--- config.mk ---
export PLATFORM = sky130hd
export DESIGN_NAME = mem_port_arbiter
export DESIGN_NICKNAME = d
export VERILOG_FILES = /design/src/rtl/v850_mem_pkg.sv /design/src/rtl/mem_arb_select.sv /design/src/rtl/mem_port_arbiter.sv
export SDC_FILE = /design/constraint.sdc
export NUM_CORES = 1
export LEC_CHECK = 0
export CELL_PAD_IN_SITES_DETAIL_PLACEMENT = 0
export CELL_PAD_IN_SITES_GLOBAL_PLACEMENT = 1
export CORE_AREA = 2 2 167 169
export CTS_CLUSTER_DIAMETER = 200
export DETAILED_ROUTE_END_ITERATION = 12
export DIE_AREA = 0 0 169 171
export GPL_TIMING_DRIVEN = 0
export PLACE_DENSITY_LB_ADDON = 0.2
export SKIP_LAST_GASP = 1
export SLEW_MARGIN = 20
export SYNTH_ARGS = -nofsm -noshare
export SYNTH_HDL_FRONTEND = slang
export SYNTH_SLANG_ARGS = --single-unit
--- constraint.sdc ---
create_clock -name clk -period 2.1 [get_ports clk]
set_input_delay 0.525 -clock clk [delete_from_list [all_inputs] [get_ports clk]]
set_output_delay 0.525 -clock clk [all_outputs]
set_load 0.1 [all_outputs]
--- src/rtl/v850_mem_pkg.sv ---
// Shared types for the memory-port arbiter: FSM states, transaction owner and port widths.
package v850_mem_pkg;

    typedef enum logic [1:0] {
        IDLE = 2'd0,
        REQ  = 2'd1,
        WAIT = 2'd2
    } arb_state_t;

    typedef enum logic {
        OWN_IF = 1'b0,
        OWN_LS = 1'b1
    } owner_t;

    localparam int MEM_DATA_W = 64;
    localparam int MEM_BE_W   = MEM_DATA_W / 8;

endpackage

--- src/rtl/mem_arb_select.sv ---
// Winner choice for the shared memory port: fixed LS-over-IF priority, optionally
// relaxed by a starvation guard when ARB_STARVE_GUARD_EN is defined.
module mem_arb_select
    import v850_mem_pkg::*;
#(
    parameter int STARVE_MAX = 4
) (
    input  logic clk,
    input  logic rst_n,
    input  logic if_req,
    input  logic if_req_eff,
    input  logic ls_req,
    input  logic if_granted,
    input  logic ls_granted,
    output logic pick_ls
);

`ifdef ARB_STARVE_GUARD_EN
    localparam int CNT_W = $clog2(STARVE_MAX + 1);

    logic [CNT_W-1:0] starve_cnt;

    // Counts back-to-back LS wins while IF keeps asking; any IF win or IF backing off restarts it.
    always_ff @(posedge clk) begin
        if (!rst_n || !if_req || if_granted) begin
            starve_cnt <= '0;
        end else if (ls_granted && starve_cnt != CNT_W'(STARVE_MAX)) begin
            starve_cnt <= starve_cnt + CNT_W'(1);
        end
    end

    assign pick_ls = ls_req && !(if_req_eff && starve_cnt == CNT_W'(STARVE_MAX));
`else
    logic unused_guard;
    assign unused_guard = ^{clk, rst_n, if_req, if_req_eff, if_granted, ls_granted};

    assign pick_ls = ls_req;
`endif

endmodule

--- src/rtl/mem_port_arbiter.sv ---
// Shares one memory port between instruction fetch (IF) and load/store (LS), one transaction
// at a time, with IF flush support. Optional starvation guard: ARB_STARVE_GUARD_EN.
module mem_port_arbiter
    import v850_mem_pkg::*;
#(
    parameter int ADDR_W     = 25,
    parameter int DATA_W     = MEM_DATA_W,
    parameter int STARVE_MAX = 4
) (
    input  logic                  clk,
    input  logic                  rst_n,

    input  logic                  if_req,
    input  logic [ADDR_W-1:0]     if_addr,
    input  logic                  if_flush,
    output logic                  if_gnt,
    output logic                  if_rvalid,
    output logic [DATA_W-1:0]     if_rdata,

    input  logic                  ls_req,
    input  logic                  ls_we,
    input  logic [ADDR_W-1:0]     ls_addr,
    input  logic [DATA_W-1:0]     ls_wdata,
    input  logic [DATA_W/8-1:0]   ls_be,
    output logic                  ls_gnt,
    output logic                  ls_rvalid,
    output logic [DATA_W-1:0]     ls_rdata,

    output logic                  mem_req,
    output logic                  mem_we,
    output logic [ADDR_W-1:0]     mem_addr,
    output logic [DATA_W-1:0]     mem_wdata,
    output logic [DATA_W/8-1:0]   mem_be,
    input  logic                  mem_gnt,
    input  logic                  mem_rvalid,
    input  logic [DATA_W-1:0]     mem_rdata,

    output logic                  busy
);

    arb_state_t state;
    owner_t     owner;
    logic       drop;

    logic if_req_eff;
    logic pick_ls;
    logic gnt_now;
    logic rv_now;
    logic if_grant_raw;
    logic ls_grant_raw;

    // A flush in the arbitration cycle cancels that cycle's fetch request.
    assign if_req_eff   = if_req && !if_flush;

    assign gnt_now      = (state == REQ) && mem_gnt;
    assign rv_now       = (state == WAIT) && mem_rvalid;
    assign if_grant_raw = gnt_now && (owner == OWN_IF);
    assign ls_grant_raw = gnt_now && (owner == OWN_LS);

    // A dropped (flushed) fetch still completes on the memory side but is hidden from IF.
    assign if_gnt    = if_grant_raw && !drop && !if_flush;
    assign ls_gnt    = ls_grant_raw;
    assign if_rvalid = rv_now && (owner == OWN_IF) && !drop && !if_flush;
    assign ls_rvalid = rv_now && (owner == OWN_LS);
    assign if_rdata  = if_rvalid ? mem_rdata : '0;
    assign ls_rdata  = ls_rvalid ? mem_rdata : '0;
    assign busy      = (state != IDLE);

    mem_arb_select #(
        .STARVE_MAX (STARVE_MAX)
    ) u_select (
        .clk        (clk),
        .rst_n      (rst_n),
        .if_req     (if_req),
        .if_req_eff (if_req_eff),
        .ls_req     (ls_req),
        .if_granted (if_grant_raw),
        .ls_granted (ls_grant_raw),
        .pick_ls    (pick_ls)
    );

    always_ff @(posedge clk) begin
        if (!rst_n) begin
            state     <= IDLE;
            owner     <= OWN_IF;
            drop      <= 1'b0;
            mem_req   <= 1'b0;
            mem_we    <= 1'b0;
            mem_addr  <= '0;
            mem_wdata <= '0;
            mem_be    <= '0;
        end else begin
            case (state)
                IDLE: begin
                    if (ls_req || if_req_eff) begin
                        state   <= REQ;
                        mem_req <= 1'b1;
                        drop    <= 1'b0;
                        if (pick_ls) begin
                            owner     <= OWN_LS;
                            mem_we    <= ls_we;
                            mem_addr  <= ls_addr;
                            mem_wdata <= ls_wdata;
                            mem_be    <= ls_be;
                        end else begin
                            owner     <= OWN_IF;
                            mem_we    <= 1'b0;
                            mem_addr  <= if_addr;
                            mem_wdata <= '0;
                            mem_be    <= '1;
                        end
                    end
                end
                REQ: begin
                    if (owner == OWN_IF && if_flush) begin
                        drop <= 1'b1;
                    end
                    // mem_req is never withdrawn before the memory accepts it.
                    if (mem_gnt) begin
                        mem_req <= 1'b0;
                        if (mem_we) begin
                            state <= IDLE;
                            drop  <= 1'b0;
                        end else begin
                            state <= WAIT;
                        end
                    end
                end
                WAIT: begin
                    if (owner == OWN_IF && if_flush) begin
                        drop <= 1'b1;
                    end
                    if (mem_rvalid) begin
                        state <= IDLE;
                        drop  <= 1'b0;
                    end
                end
                default: begin
                    state   <= IDLE;
                    mem_req <= 1'b0;
                    drop    <= 1'b0;
                end
            endcase
        end
    end

endmodule

==> flow_summary.json <==
{
  "outcome": "complete, but fails checks",
  "violations": "setup timing",
  "hp-class": "flop to flop",
  "cts_root_buffer": "clkbuf_16",
  "worstSetupPathType": "flop to output port",
  "setup_tns_ns": -32.09,
  "grt_first_pass_wirelength_um": 39600,
  "cts_buffers": 9,
  "placed_cells": 1387,
  "clk-insertion-delay-late_ns": 0.35,
  "syn_nets": 814,
  "cp-end-kind": "output port",
  "p_leak_nw": 4.99,
  "rows": 61,
  "port_buffers": 424,
  "fin_util": 0.437,
  "crit_required_ns": 1.57,
  "yosysUniqueCellTypes": 31,
  "rsz0062_at_grt": "yes",
  "dieArea_sq_um": 28900,
  "vias": 6265,
  "finalHoldViolations": 0,
  "worst_pin_slew_ns": 1.00,
  "synth-async-reset-ratio": 0,
  "p_per_area_nw_per_um2": 673,
  "drtPass1Iterations": 4,
  "grt_pass1_vias": 6372,
  "cp.arrival_ns": 1.87,
  "grt_antenna_before_repair": 4,
  "synth_top_area_frac": 0.395,
  "fp.coreArea_sq_um": 27300,
  "fin_crit_sh": 1.14,
  "routed_wl_um": 27000,
  "path_clk_slew_ns": 0.08,
  "syn_to_final_growth_pct": 129,
  "cts-htree-levels": 3,
  "routedWlPerCell_um": 19.1,
  "die_width_um": 169,
  "fin_nets": 1258,
  "drive_gt1_frac": 0.384,
  "grt_max_degree": 20,
  "synth_cells": 617,
  "syn_area_per_cell_sq_um": 8.45,
  "slew_headroom": 0.333,
  "crit_path_max_fanout": 10,
  "cts_tree": "done",
  "yosys-top-cells-area": "dfxtp_1 (40%), and2_1 (15%), nand4_1 (7.8%)",
  "clockBufferDepth": 2,
  "dp_hpwl_um": 21500,
  "period_needed_ns": 2.39,
  "finalClockSkew_ns": 0.00878,
  "synth_edf_count": 0,
  "drtIter0Drc": 228,
  "cts_sinks": 103,
  "max_clock_freq_mhz": 418,
  "grt.overflow.total": 0,
  "synth_top_area_cell": "dfxtp_1",
  "drc_errors": 0,
  "setup_viol": 129,
  "seq_area_frac_synth": 0.395,
  "ys_warn_count": 0,
  "ant_nets": 0,
  "setup_slack_ns": -0.290,
  "worstSetupStartpointType": "flop",
  "fin_cells": 1415,
  "maxCapViolations": 0,
  "ys_ff_latch": 103,
  "ios": 426,
  "synth_area_sq_um": 5220,
  "globalplace.congestion": 0.806,
  "peakVddDrop_uv": 457,
  "grt_use_total": 0.180,
  "via_per_inst": 4.43,
  "start_util": 0.191,
  "fp.dieH_um": 171,
  "maxSlewViolCount": 0,
  "synthFlopType": "dfxtp_1"
}
## cells in the mapped netlist, types with 9 or more instances
master,instances
o221a_2,9
dfxtp_1,103
nand4_1,65
mux2i_1,26
o211ai_1,25
o21ai_0,66
clkbuf_2,12
nand2_1,71
buf_2,19
and2_1,128
o211a_1,25
clkbuf_1,31
## kinds of logic after synthesis
group / synth area share
buffers and inverters: 0.0665
adder cells (fa/ha/maj): 0.00720
flip-flops: 0.395
AO/OA/AOI/OAI: 0.182
AND/OR/NAND/NOR: 0.299
multiplexers: 0.0499
## cell type report
cell class / count / area (sq um)
clock inverter: 6 / 61.3
antenna: 3 / 7.51
multi-input combinational: 440 / 3180
fill: 2629 / 15400
timing repair buffer: 434 / 5390
sequential: 103 / 2070
buffer: 69 / 548
inverter: 4 / 17.5
clock buffer: 10 / 239
tap: 346 / 433
## power breakdown
part / total [W] / switching [W] / internal (W)
logic: 0.00397 / 0.00290 / 0.00107
clock network: 0.00172 / 0.000852 / 0.000871
registers: 0.00234 / 0.000136 / 0.00221
## layer usage
metal / track usage / up-vias / wire length (um)
met1: 0.188 / 2915 / 9810
li1: - / 3082 / -
met2: 0.356 / 245 / 15000
met4: 0.0435 / 2 / 303
met3: 0.0493 / 21 / 1900
met5: 0 / - / 7
## worst paths after layout
path,start,endpoint,slack (ns),cells after the start
min,mem_wdata[51]$_SDFFE_PN0P_,mem_wdata[51]$_SDFFE_PN0P_,0.46,2
max reg2reg,state[0]$_SDFFE_PN0P_,mem_we$_SDFFE_PN0P_,0.12,8
min reg2reg,mem_wdata[51]$_SDFFE_PN0P_,mem_wdata[51]$_SDFFE_PN0P_,0.46,2
max,state[0]$_SDFFE_PN0P_,if_rdata[24],-0.29,9
## metrics by stage
stage / total power (W) / hold slack [ns] / setup WS (ns) / instance area [sq um]
2_1_floorplan: 0.00511 / 0.451 / -0.0214 / 5550
3_3_place_gp: 0.00637 / 0.444 / -1.91 / 10200
3_5_place_dp: 0.00637 / 0.450 / -1.90 / 10200
4_1_cts: 0.00815 / 0.459 / -0.372 / 12000
5_1_grt: 0.00838 / 0.478 / -0.398 / 11900
6_report: 0.00804 / 0.456 / -0.290 / 11900
## flip-flops by register name, indices dropped and copies added, names as in the netlist
signal     cells
mem_wdata     64
mem_addr      25
mem_be         8
state          2
drop           1
mem_req        1
mem_we         1
owner          1
## placed cells by master (no fill, tap or decap), types with 2 or more instances in the layout
cell type,count
buf_2,16
o211a_1,25
clkbuf_8,6
buf_4,11
ha_2,2
and2_4,123
dfxtp_2,3
diode_2,3
o221a_2,9
clkbuf_16,17
clkdlybuf4s15_2,12
clkdlybuf4s50_1,189
nand2_1,69
clkdlybuf4s15_1,40
buf_8,14
clkbuf_1,25
inv_1,2
nor2b_1,5
buf_1,2
o21ai_0,66
buf_6,5
and2_2,5
mux2i_1,26
o211ai_1,25
nor4_4,2
dlygate4sd2_1,5
buf_12,120
clkbuf_2,50
inv_6,3
nand4_1,65
a211oi_1,2
dfxtp_1,100
o31a_1,2
## critical path, cell delays in order, from the launching register on
cell and delay [ns]:
dfxtp_2 0.33, inv_2 0.07, ha_4 0.15, nand2_4 0.05
nor4_4 0.14, buf_6 0.16, buf_12 0.14, clkbuf_16 0.15
and2_4 0.16, buf_12 0.17
## repair_timing
| item | 4_1_cts | 5_1_grt |
|---|---|---|
| resized for setup | 1406 | 93 |
| setup endpoints to repair | 232 | 199 |
| hold endpoints to repair | 0 | 0 |
| setup buffers | 5 | 3 |
| gates cloned | 2 | 1 |
| pin swaps | 5 | 7 |
| hold buffers | 0 | 0 |
No activity file was read; power rests on OpenSTA's default activity.
